===== config.mk =====
export PLATFORM = sky130hd
export DESIGN_NAME = byte_2_word_flat
export DESIGN_NICKNAME = d
export VERILOG_FILES = /design/src/rtl/byte_2_word_pkg.sv /design/src/rtl/byte_2_word_if.sv /design/src/rtl/byte_2_word.sv /design/src/flat_wrapper.sv
export SDC_FILE = /design/constraint.sdc
export NUM_CORES = 1
export LEC_CHECK = 0
export ABC_AREA = 1
export CORE_ASPECT_RATIO = 0.5
export CORE_MARGIN = 5
export CORE_UTILIZATION = 25
export DETAILED_ROUTE_END_ITERATION = 16
export GPL_TIMING_DRIVEN = 0
export PLACE_DENSITY = 0.42
export SLEW_MARGIN = 5
export SYNTH_ARGS = -nofsm -noshare
export SYNTH_HDL_FRONTEND = slang
export SYNTH_SLANG_ARGS = --single-unit

===== constraint.sdc =====
create_clock -name clk -period 1.2 [get_ports clk]
set_input_delay 0.12 -clock clk [delete_from_list [all_inputs] [get_ports clk]]
set_output_delay 0.12 -clock clk [all_outputs]
set_load 0.05 [all_outputs]

===== src/rtl/byte_2_word_pkg.sv =====
// Shared definitions for the 8-bit link byte/word converters.
// Both ends of the link import the byte order from here so they always agree.
package byte_2_word_pkg;

  localparam int BYTE_W = 8;
  localparam int WORD_W = 16;

  // The first byte on the link carries the low half of the word.
  localparam bit LOW_FIRST = 1'b1;

  typedef enum logic {
    ST_IDLE    = 1'b0,
    ST_WAIT_HI = 1'b1
  } b2w_state_t;

  // Combine the first and second byte of a pair into a word.
  function automatic logic [WORD_W-1:0] pack_word(input logic [BYTE_W-1:0] first_byte,
                                                  input logic [BYTE_W-1:0] second_byte);
    if (LOW_FIRST) pack_word = {second_byte, first_byte};
    else           pack_word = {first_byte, second_byte};
  endfunction

endpackage


===== src/rtl/byte_2_word_if.sv =====
// Byte-in / word-out handshake bundle of the byte-to-word reassembler.
// master drives the byte stream, slave is the reassembler.
interface byte_2_word_if;
  import byte_2_word_pkg::*;

  logic              ce;
  logic              byte_dv;
  logic [BYTE_W-1:0] byte_data;
  logic              word_dv;
  logic [WORD_W-1:0] word;
  logic              busy;
  logic              err_timeout;

  modport master (
    output ce, byte_dv, byte_data,
    input  word_dv, word, busy, err_timeout
  );

  modport slave (
    input  ce, byte_dv, byte_data,
    output word_dv, word, busy, err_timeout
  );

endinterface


===== src/rtl/byte_2_word.sv =====
// Reassembles low/high byte pairs from the 8-bit link into 16-bit words.
// An orphaned low byte is dropped after TIMEOUT_CYC idle ce-cycles so pairing resynchronises.
module byte_2_word
  import byte_2_word_pkg::*;
#(
  parameter int TIMEOUT_CYC = 4
) (
  input  logic          clk,
  input  logic          rst,
  byte_2_word_if.slave  bus
);

  localparam int CNT_W = (TIMEOUT_CYC <= 0) ? 1 : $clog2(TIMEOUT_CYC + 1);
  localparam int CNT_LAST_INT = (TIMEOUT_CYC <= 0) ? 0 : TIMEOUT_CYC - 1;
  localparam logic [CNT_W-1:0] CNT_LAST = CNT_W'(CNT_LAST_INT);

  b2w_state_t        state;
  logic [BYTE_W-1:0] low_reg;
  logic [CNT_W-1:0]  cnt;
  logic [WORD_W-1:0] word_q;
  logic              word_dv_q;
  logic              err_timeout_q;
  logic              take;

  assign take = bus.ce & bus.byte_dv;

  always_ff @(posedge clk or negedge rst) begin
    if (!rst) begin
      state         <= ST_IDLE;
      low_reg       <= '0;
      cnt           <= '0;
      word_q        <= '0;
      word_dv_q     <= 1'b0;
      err_timeout_q <= 1'b0;
    end else begin
      // Pulses default low every cycle, so a ce=0 cycle never stretches them.
      word_dv_q     <= 1'b0;
      err_timeout_q <= 1'b0;
      if (bus.ce) begin
        unique case (state)
          ST_IDLE: begin
            if (take) begin
              low_reg <= bus.byte_data;
              cnt     <= '0;
              state   <= ST_WAIT_HI;
            end
          end
          ST_WAIT_HI: begin
            if (take) begin
              word_q    <= pack_word(low_reg, bus.byte_data);
              word_dv_q <= 1'b1;
              state     <= ST_IDLE;
            end else if (TIMEOUT_CYC != 0) begin
              // A byte on the final cycle takes the branch above, so it wins over the timeout.
              cnt <= cnt + 1'b1;
              if (cnt == CNT_LAST) begin
                err_timeout_q <= 1'b1;
                state         <= ST_IDLE;
              end
            end
          end
          default: state <= ST_IDLE;
        endcase
      end
    end
  end

  assign bus.word        = word_q;
  assign bus.word_dv     = word_dv_q;
  assign bus.err_timeout = err_timeout_q;
  assign bus.busy        = (state == ST_WAIT_HI);

endmodule


===== src/flat_wrapper.sv =====
// flat-port wrapper written by rule: the top's interface ports become plain ports
module byte_2_word_flat import byte_2_word_pkg::*;
#(
  parameter int TIMEOUT_CYC = 4
)
  (clk, rst, bus_ce, bus_byte_dv, bus_byte_data, bus_word_dv, bus_word, bus_busy, bus_err_timeout);
  byte_2_word_if bus_i ();
  input  logic clk;
  input  logic rst;
  input wire logic [$bits(bus_i.ce)-1:0] bus_ce;
  input wire logic [$bits(bus_i.byte_dv)-1:0] bus_byte_dv;
  input wire logic [$bits(bus_i.byte_data)-1:0] bus_byte_data;
  output wire logic [$bits(bus_i.word_dv)-1:0] bus_word_dv;
  output wire logic [$bits(bus_i.word)-1:0] bus_word;
  output wire logic [$bits(bus_i.busy)-1:0] bus_busy;
  output wire logic [$bits(bus_i.err_timeout)-1:0] bus_err_timeout;
  assign bus_i.ce = bus_ce;
  assign bus_i.byte_dv = bus_byte_dv;
  assign bus_i.byte_data = bus_byte_data;
  assign bus_word_dv = bus_i.word_dv;
  assign bus_word = bus_i.word;
  assign bus_busy = bus_i.busy;
  assign bus_err_timeout = bus_i.err_timeout;
  byte_2_word #(.TIMEOUT_CYC(TIMEOUT_CYC)) u_core (.clk(clk), .rst(rst), .bus(bus_i));
endmodule

# Yosys cells after proc, flatten, opt, wreduce, memory -nomap -nowiden

Index checks and enable logic that the tools add are counted.

Output and inout bits: 19
Word-level logic and storage cells: 28
Flip-flop bits (word level): 30

Bitwise operators: 2
Reductions and logical operators: 3
Add/sub/neg operators: 1
Mux-type cells: 13
Equality and inequality tests: 3

Operators with widths:

| cell                                           | number |
|---|---|
| two-way mux 1 bit                              | 9 |
| AND reduction 3 bit                            | 3 |
| two-way mux 3 bit                              | 2 |
| one-hot mux 3 bit (2 select lines)             | 1 |
| adder 3 x 1 -> 3 bit (second input constant)   | 1 |
| == test 3 x 2 -> 1 bit (second input constant) | 1 |
| != test 2 x 1 -> 1 bit (second input constant) | 1 |
| != test 2 bit (second input constant)          | 1 |
| one-hot mux 1 bit (2 select lines)             | 1 |
| AND 1 bit                                      | 1 |
| NOT 1 bit                                      | 1 |

# Longest topological paths before layout

Depth in word-level cells: 5
Depth in mapped cells: 8
Gate-level depth less buffers: 6

# Worst setup path before layout

OpenSTA, ideal clock, no wires.

Path kind: reg2reg
Start point: reg u_core.state, in the netlist u_core.bus.busy
End point: reg u_core.cnt[0]
Period minus slack after synthesis: 1.364 ns
Data required time: 1.072 ns
Arrival: 1.236 ns
Cell stages (with the launch flop): 4
Buffers on the path: 0
Slack: -0.164 ns
Path through: dfrtp_1 -> ha_1 -> nand2_1 -> o21ai_0

Word-level cells in the longest chain between the ends: 3

RTL lines:

| what                             | RTL line          | RTL |
|---|---|---|
| start: declaration               | byte_2_word.sv:17 | `b2w_state_t state;` |
| start signal: assignment         | byte_2_word.sv:29 | `state <= ST_IDLE;` |
| start signal: assignment         | byte_2_word.sv:45 | `state <= ST_WAIT_HI;` |
| start signal: assignment         | byte_2_word.sv:52 | `state <= ST_IDLE;` |
| NOT 1 bit (no line)              | n/a               |  |
| != test 2 x 1 -> 1 bit (no line) | n/a               |  |
| AND reduction 3 bit (no line)    | n/a               |  |
| end signal: assignment           | byte_2_word.sv:55 | `cnt <= cnt + 1'b1;` |
| end: declaration                 | byte_2_word.sv:19 | `logic [CNT_W-1:0] cnt;` |

Several ways; a longest one is shown, not always the timed one.
A chain may end at the register's enable or synchronous reset.

# Worst setup path after layout

Start point: reg u_core.word_q[13], in the netlist u_core.bus.word[13]
End point: out bus_word[13]

RTL lines:

| what                     | RTL line           | RTL |
|---|---|---|
| start: declaration       | byte_2_word.sv:20  | `logic [WORD_W-1:0] word_q;` |
| start signal: assignment | byte_2_word.sv:50  | `word_q <= pack_word(low_reg, bus.byte_data);` |
| end: declaration         | flat_wrapper.sv:14 | `output wire logic [$bits(bus_i.word)-1:0] bus_word;` |

No word-level cell between the ends.

==> summary.txt <==
WP data required: 1.08 ns
Reg clk slew, reported paths: 0.06 ns
Remaining Overflow, GRT: 0
Buffers and inverters on the worst path: 1
Fmax: 887 MHz
Max reg flops: 16
Clock buffer depth: 2
Layout cells sized above 1: 0.244
TritonCTS clock tree: built
Setup Crit Path Kind: reg2out
Final Hold Fails: 0
Total CTS buffers: 5
Port Buffer Count: 30
Power Total: 0.00440 W
Number of fill cells: 519
Die Ht: 60.6 um
Drt pass-1 iters: 4
Setup-failing EPs final: 0
Area leader, netlist: dfrtp_1
Commonest cells after routing, fill and taps aside: nand2_1 (57), dfrtp_1 (29), nand4_1 (24), clkdlybuf4s15_2 (18), clkdlybuf4s50_1 (8)
Die area: 0.00674 mm2
Dpl hpwl: 2.28 mm
Antenna violations before repair: 0
Top delay family on crit path: buffers and inverters
CP Cell Sequence: clkdlybuf4s15_2
Mapped Nets: 155
RSZ-0062 raised after global routing: yes
Internal: 0.00246 W
Post-Synthesis Cells: 140
Leak Pwr: 0.901 nW
# diodes: 0
I/O pin total: 31
Pwr dens: 2410 mW/mm2
Placed Area: 0.00166 mm2
Sw Ratio: 0.440
Peak supply drop: 0.000724 V
Global-route wire length before repair: 5.35 mm
Max-slew headroom: 0.553
Area share of the largest cell type after synthesis: 0.587
Worst min path class: in2reg
Vias per Instance: 4.36
Final GP Congestion: 0.734
Nets: 194
Combinational fraction of design power: 0.442
Setup Skew: 0.00337 ns
Synth warn: 0
Worst Setup Start Kind: flop
Area grow syn2layout: 42.7%
Post-Route WL: 3.24 mm
Largest stage delay, worst path: 0.38 ns
Largest net degree at the start of global routing: 31
Post-Syn Area: 0.00128 mm2
Max_cap viols: 0
Reg power frac: 0.368
Crit. End Element: primary output
Avg WL per Cell: 12.9 um
Total number of vias: 1090
Status: complete, no violations
Drc violations: 0
Total GRT Usage: 0.104
Area contributors post-synth: dfrtp_1 (59%), nand2_1 (17%), nand4_1 (12%)
Pins Over Slew Limit: 0
Distinct cells, synth: 15
Cell area after layout: 0.00183 mm2
Synthesis-stage register bit count: 30
Syn Area/Cell: 9.14 um2
Initial Utilization: 0.260
DRT iter0 DRCs: 48
Number of global-route vias before repair: 1081
Slowest library cell on the worst path: clkdlybuf4s15_2
H-tree Lvls: 2
CTS root buf: clkbuf_8
Min Clock Period, post-route: 1.13 ns
Commonest non-fill, non-tap cell in the layout: nand2_1
Clk pwr share: 0.190
Die span in x: 111 um
Site row count: 18
Clock Latency Late Sink: 0.27 ns
Least-Margin Pin Slew: 0.670 ns
Critical path peak fanout: 2
Period utilization: 0.940
Core area: 0.00493 mm2
Post-synthesis sequential area ratio: 0.587
Antenna viol nets, final: 0
Net Switching: 0.00193 W
TritonCTS Sinks: 30
Crit path DAT: 1.01 ns
## metrics by stage
step / hold slack [ns] / TNS (ns) / utilization / setup WS, ns / instances
finish: 0.293 / 0 / 0.370 / 0.0725 / 250
detailed placement: 0.204 / -7.00 / 0.337 / -0.673 / 240
global placement: 0.455 / -25.76 / 0.338 / -0.749 / 240
global route: 0.314 / -0.0237 / 0.370 / -0.0151 / 250
CTS: 0.438 / 0 / 0.367 / 0.00457 / 250
floorplan: -0.176 / 0 / - / 0.0130 / 140
## power by group through the flow
stage	clock [W]	combinational, W	sequential [W]
4_1_cts	0.000881	0.00194	0.00162
5_1_grt	0.000926	0.00212	0.00169
3_5_place_dp	0	0.00199	0.00163
3_3_place_gp	0	0.00197	0.00163
2_1_floorplan	0	0.000518	0.00241
6_report	0.000836	0.00194	0.00162
## metal layers
layer	GRT usage	share of wire	vias to the layer above
li1	-	-	548
met1	0.136	0.48	518
met2	0.160	0.46	22
met3	0.0408	0.055	2
met4	0.0364	0.0040	0
met5	0	0	-
## kinds of logic after synthesis
group                    count (synthesis)  synth area share
AO/OA/AOI/OAI                            4            0.0156
buffers and inverters                   15            0.0547
adder cells (fa/ha/maj)                  3            0.0293
AND/OR/NAND/NOR                         88             0.314
flip-flops                              30             0.587
## cells in the mapped netlist
cell	number
nand4_1	24
dfrtp_1	30
inv_2	1
buf_2	5
nand3_1	1
o21ai_0	3
nand3_2	1
nor3b_1	1
buf_4	2
inv_1	5
a21oi_1	1
nand2_1	58
clkbuf_1	2
nor2_1	3
ha_1	3
## path summary, 6_finish.rpt
kind	from	end	slack (ns)	cells after the start
worst max-delay path	u_core.bus.word[13]$_DFFE_PN0P_	bus_word[13]	0.07	1
worst min-delay path	bus_ce	u_core.bus.word[15]$_DFFE_PN0P_	0.29	4
worst max register to register	u_core.bus.busy$_DFFE_PN0P_	u_core.low_reg[5]$_DFFE_PN0P_	0.09	4
worst min register to register	u_core.low_reg[1]$_DFFE_PN0P_	u_core.low_reg[1]$_DFFE_PN0P_	0.47	2
max in group asynchronous	rst	u_core.bus.busy$_DFFE_PN0P_	0.31	2
min in group asynchronous	rst	u_core.bus.word[10]$_DFFE_PN0P_	0.42	2
## timing repair
action | 4_1_cts | 5_1_grt
resized for setup | 66 | 9
setup endpoints to repair | 31 | 7
pin swaps | 0 | 2
hold endpoints to repair | 30 | 0
setup buffers | 2 | 0
hold buffers | 1 | 0
## layout make-up
| class | count | area [um2] | area share |
|---|---|---|---|
| timing repair buffer | 33 | 335 | 0.184 |
| clock inverter | 1 | 5.00 | 0.00274 |
| multi-input combinational | 95 | 482 | 0.264 |
| sequential | 30 | 752 | 0.412 |
| buffer | 8 | 56.3 | 0.0308 |
| clock buffer | 7 | 86.3 | 0.0473 |
| inverter | 6 | 22.5 | 0.0123 |
| tap | 70 | 87.6 | 0.0479 |
(Power assumes the default switching activity.)
==> patch 1: new RTL, same flow settings <==
`TIMEOUT_CYC` is set to 4 in 2 places; all go to 2.
--- a/src/rtl/byte_2_word.sv
+++ b/src/rtl/byte_2_word.sv
@@ -3,7 +3,7 @@
 module byte_2_word
   import byte_2_word_pkg::*;
 #(
-  parameter int TIMEOUT_CYC = 4
+  parameter int TIMEOUT_CYC = 2
 ) (
   input  logic          clk,
   input  logic          rst,
--- a/src/flat_wrapper.sv
+++ b/src/flat_wrapper.sv
@@ -1,7 +1,7 @@
 // flat-port wrapper written by rule: the top's interface ports become plain ports
 module byte_2_word_flat import byte_2_word_pkg::*;
 #(
-  parameter int TIMEOUT_CYC = 4
+  parameter int TIMEOUT_CYC = 2
 )
   (clk, rst, bus_ce, bus_byte_dv, bus_byte_data, bus_word_dv, bus_word, bus_busy, bus_err_timeout);
   byte_2_word_if bus_i ();
Function: changed (a bounded check fails within 4 cycles, from zero or initial values and one cycle with rst low).
==> patch 1 against the unedited design <==
Synthesized area fell by 2.7%. First-iteration DRC count fell by 50%. Critical path depth did not move. Combinational power rose by 12%. Synthesized cell count fell by 3.6%. Via count fell by 3.6%. Final cell count fell by 2.0%. Wire length fell by 3.2%. Cell area fell by 3.3%. Sequential cell count fell by 1. Worst setup slack improved by 1.5 ps. Maximum frequency rose by 0.14%. Power rose by 4.5%. Critical path type unchanged. Critical endpoint is now bus_word[10]. Largest power group unchanged.
==> patch 1: results (changes against the unedited design) <==
Outcome
  – Run status: finished clean (unchanged)

Global route
  – Global-route track usage on met1: 14.5% (was 13.6%)
  – Global-route wire length before repair: 5.42 mm (was 5.35 mm)
  – M3 GR Usage: 3.67% (was 4.08%)
  – Maximum number of pins on one net before global-route repair: 30 (was 31)
  – M2 GR Usage: 16.7% (was 16.0%)
  – Total track usage: 11.0% (was 10.4%)

Route
  – Routed length on met1: 1.59 mm (was 1.54 mm)
  – Met3 routed wirelength: 176 um (was 178 um)
  – Routed via count: 1,051 (was 1,090)
  – Overall routed net length: 3.13 mm (was 3.24 mm)
  – DR WL met2: 1.32 mm (was 1.50 mm)
  – Iteration-0 DRC count of the detailed router: 24 (was 48)

Placed design
  – Instance count after placement with tap cells included: 235 (was 240)
  – Post-DP Area: 1630 um^2 (was 1660 um^2)
  – Worst slack at placement: -503 ps (was -673 ps)
  – Half-perimeter wire length after placement: 2.18 mm (was 2.28 mm)
  – GP Congestion: 0.721 (was 0.734)

Timing
  – Post-route worst hold slack: 400 ps (was 293 ps)
  – Post-Route Skew: 8.48 ps (was 3.37 ps)
  – Normalized max-slew margin: 56.5% (was 55.3%)
  – Final min period: 1130 ps (about the same)
  – Final sum of negative setup slack: 0 ps (unchanged)

Yosys
  – Post-synthesis sequential area ratio: 58.3% (was 58.7%)
  – Top cell types by occurrence after synthesis: sky130_fd_sc_hd__nand2_1, sky130_fd_sc_hd__dfrtp_1, sky130_fd_sc_hd__nand4_1 (unchanged)
  – Number of nets in the synthesized netlist: 149 (was 155)
  – Synth Area per Inst: 9.22 um^2 (was 9.14 um^2)
  – Async SR Flop Fraction: 100% (unchanged)
  – Most area-consuming cells after synthesis: sky130_fd_sc_hd__dfrtp_1, sky130_fd_sc_hd__nand2_1, sky130_fd_sc_hd__nand4_1 (unchanged)
  – Number of distinct standard cells referenced by the synthesized netlist: 14 (was 15)

Critical path
  – Launching instance or port of the critical path: u_core.bus.word[10] (was u_core.bus.word[13])
  – Critical register-to-register path endpoint: u_core.low_reg[6] (was u_core.low_reg[5])
  – Setup crit end: bus_word[10] (was bus_word[13])
  – Peak fanout along the critical path: 2 (unchanged)

Final layout
  – Final instance area: 1770 um^2 (was 1830 um^2)
  – Filler cell count in the final layout: 533 (was 519)
  – Number of nets in the final layout: 188 (was 194)
  – Ratio of cells with drive above 1 in the final layout: 25.1% (was 24.4%)

Power and ir drop
  – Leakage dissipation: 0.000864 uW (was 0.000901 uW)
  – Maximum VDD drop: 0.000727 V (was 0.000724 V)

Clocking
  – Post-cts repair resize count: 64 (was 66)
  – Post-CTS Repair Setup Buffers: 0 (was 2)

Worst hold path
  – Path category of the worst min-delay check: primary input to async pin (was primary input to flop)
[patch 1: worst register-to-register path, cell delays in order (launching register included)]
cell and delay, ps:
sky130_fd_sc_hd__dfrtp_2 440, sky130_fd_sc_hd__inv_2 160, sky130_fd_sc_hd__nand3_2 200, sky130_fd_sc_hd__nand2_1 110
sky130_fd_sc_hd__nand2_1 50
[patch 1: logic make-up (layout without fill, tap and decap cells)]
kind of cell	Yosys count	count (layout)	synth area share [%]
and+or+nand+nor	86	86	32.1
DFF	29	29	58.3
buffers and inverters	15	55	6.43
AOI/OAI and AO/OA	3	3	1.21
adders and majority gates	2	2	2.01
[patch 1: cell type report]
class	count	area share [%]
Inverter	6	1.27
Multi-Input combinational cell	91	25.3
Timing Repair Buffer	32	18.6
Sequential cell	29	41.1
Clock buffer	8	5.10
Buffer	9	3.68
Tap cell	70	4.96
[patch 1: power breakdown]
group          internal (uW)  switching, uW  leakage (uW)
registers               1390            228      0.000365
clock network            466            342     0.0000455
logic                    655           1520      0.000454
total                   2510           2090      0.000864
==> patch 2: new RTL, same settings <==
Made on the original files. Make the reset (`rst`) synchronous in one clocked block.
--- a/src/rtl/byte_2_word.sv
+++ b/src/rtl/byte_2_word.sv
@@ -24,7 +24,7 @@
 
   assign take = bus.ce & bus.byte_dv;
 
-  always_ff @(posedge clk or negedge rst) begin
+  always_ff @(posedge clk) begin
     if (!rst) begin
       state         <= ST_IDLE;
       low_reg       <= '0;
Formal check against the unedited RTL: differs if rst is asserted again (counterexample within 4 cycles, from zero or initial values and one cycle with rst low); with rst held inactive, the same outputs for 10 cycles.
==> patch 2 against the unedited design <==
Critical path depth grew 8. Synthesized area grew 1.2%. Sequential share of layout area shrank 7.6 points. Worst setup slack gained 3.7 ps. Wire length shrank 11%. Count of clock-buffer cells in the layout is the same. Cell area shrank 1.4%. Sequential cell count is the same. Largest cell class unchanged. Global-route usage shrank 1.3 points.
Power is not compared: it rests on default switching activity, and its combinational part moved more than twofold at a synthesized area within 25%.
==> patch 2: results (changes against the unedited design) <==
Critical path
  – Setup crit end: u_core.cnt[1] (was bus_word[13])
  – Launching instance or port of the critical path: bus_ce (was u_core.bus.word[13])
  – Cell count of the worst reg-to-reg path: 7 (was 4)
  – Critical register-to-register path endpoint: u_core.cnt[2] (was u_core.low_reg[5])
  – R2r startpoint: u_core.cnt[0] (was u_core.bus.busy)

Final layout
  – Ratio of cells with drive above 1 in the final layout: 18.0% (was 24.4%)
  – Number of nets in the final layout: 242 (was 194)
  – Count of multi-input gates: 123 (was 95)
  – Footprint of the flip-flops and latches: 604 um^2 (was 752 um^2)

Route
  – Iteration-0 DRC count of the detailed router: 18 (was 48)
  – Met3 routed wirelength: 99 um (was 178 um)
  – DR WL met2: 1.23 mm (was 1.50 mm)

Global route
  – M2 GR Usage: 14.7% (was 16.0%)
  – M3 GR Usage: 3.29% (was 4.08%)
  – Via count of the first global-routing pass: 1,043 (was 1,081)
  – Global-route wire length before repair: 4.74 mm (was 5.35 mm)

Placed design
  – Number of input and output port buffers inserted: 29 (was 30)
  – Half-perimeter wire length after placement: 2.06 mm (was 2.28 mm)
  – Worst slack at placement: -474 ps (was -673 ps)

Die
  – Core region area: 4980 um^2 (was 4930 um^2)

Clocking
  – Post-cts repair resize count: 59 (was 66)

Outcome
  – Run status: finished clean (unchanged)

Timing
  – Post-Route Skew: 10.4 ps (was 3.37 ps)
  – Portion of the clock cycle consumed by the worst path in the final layout: 93.7% (was 94.0%)

Yosys
  – Number of distinct standard cells referenced by the synthesized netlist: 12 (was 15)
  – Post-synthesis sequential area ratio: 46.4% (was 58.7%)
  – Top cell types by occurrence after synthesis: sky130_fd_sc_hd__nand2_1, sky130_fd_sc_hd__nor2_1, sky130_fd_sc_hd__inv_1 (was sky130_fd_sc_hd__nand2_1, sky130_fd_sc_hd__dfrtp_1, sky130_fd_sc_hd__nand4_1)

Worst hold path
  – Worst hold path startpoint: rst (was bus_ce)
==> patch 2: cell types whose count changed in the layout (fill, tap and decap cells not counted), moves of 2 or more <==
cell,change
sky130_fd_sc_hd__inv_1,+25
sky130_fd_sc_hd__nand2_1,+2
sky130_fd_sc_hd__dfxtp_1,+29
sky130_fd_sc_hd__nand3_4,+2
sky130_fd_sc_hd__nand3_2,-2
sky130_fd_sc_hd__dlygate4sd2_1,+2
sky130_fd_sc_hd__o21ai_1,-2
sky130_fd_sc_hd__nor2_1,+51
sky130_fd_sc_hd__nand4_1,-24
sky130_fd_sc_hd__buf_4,-2
sky130_fd_sc_hd__clkbuf_2,-2
sky130_fd_sc_hd__dfrtp_1,-29
==> patch 2: logic make-up after synthesis <==
logic type	synth area share [%]
AOI/OAI and AO/OA	0.773
DFF	46.4
adders and majority gates	2.90
buffers and inverters	13.3
and+or+nand+nor	36.6
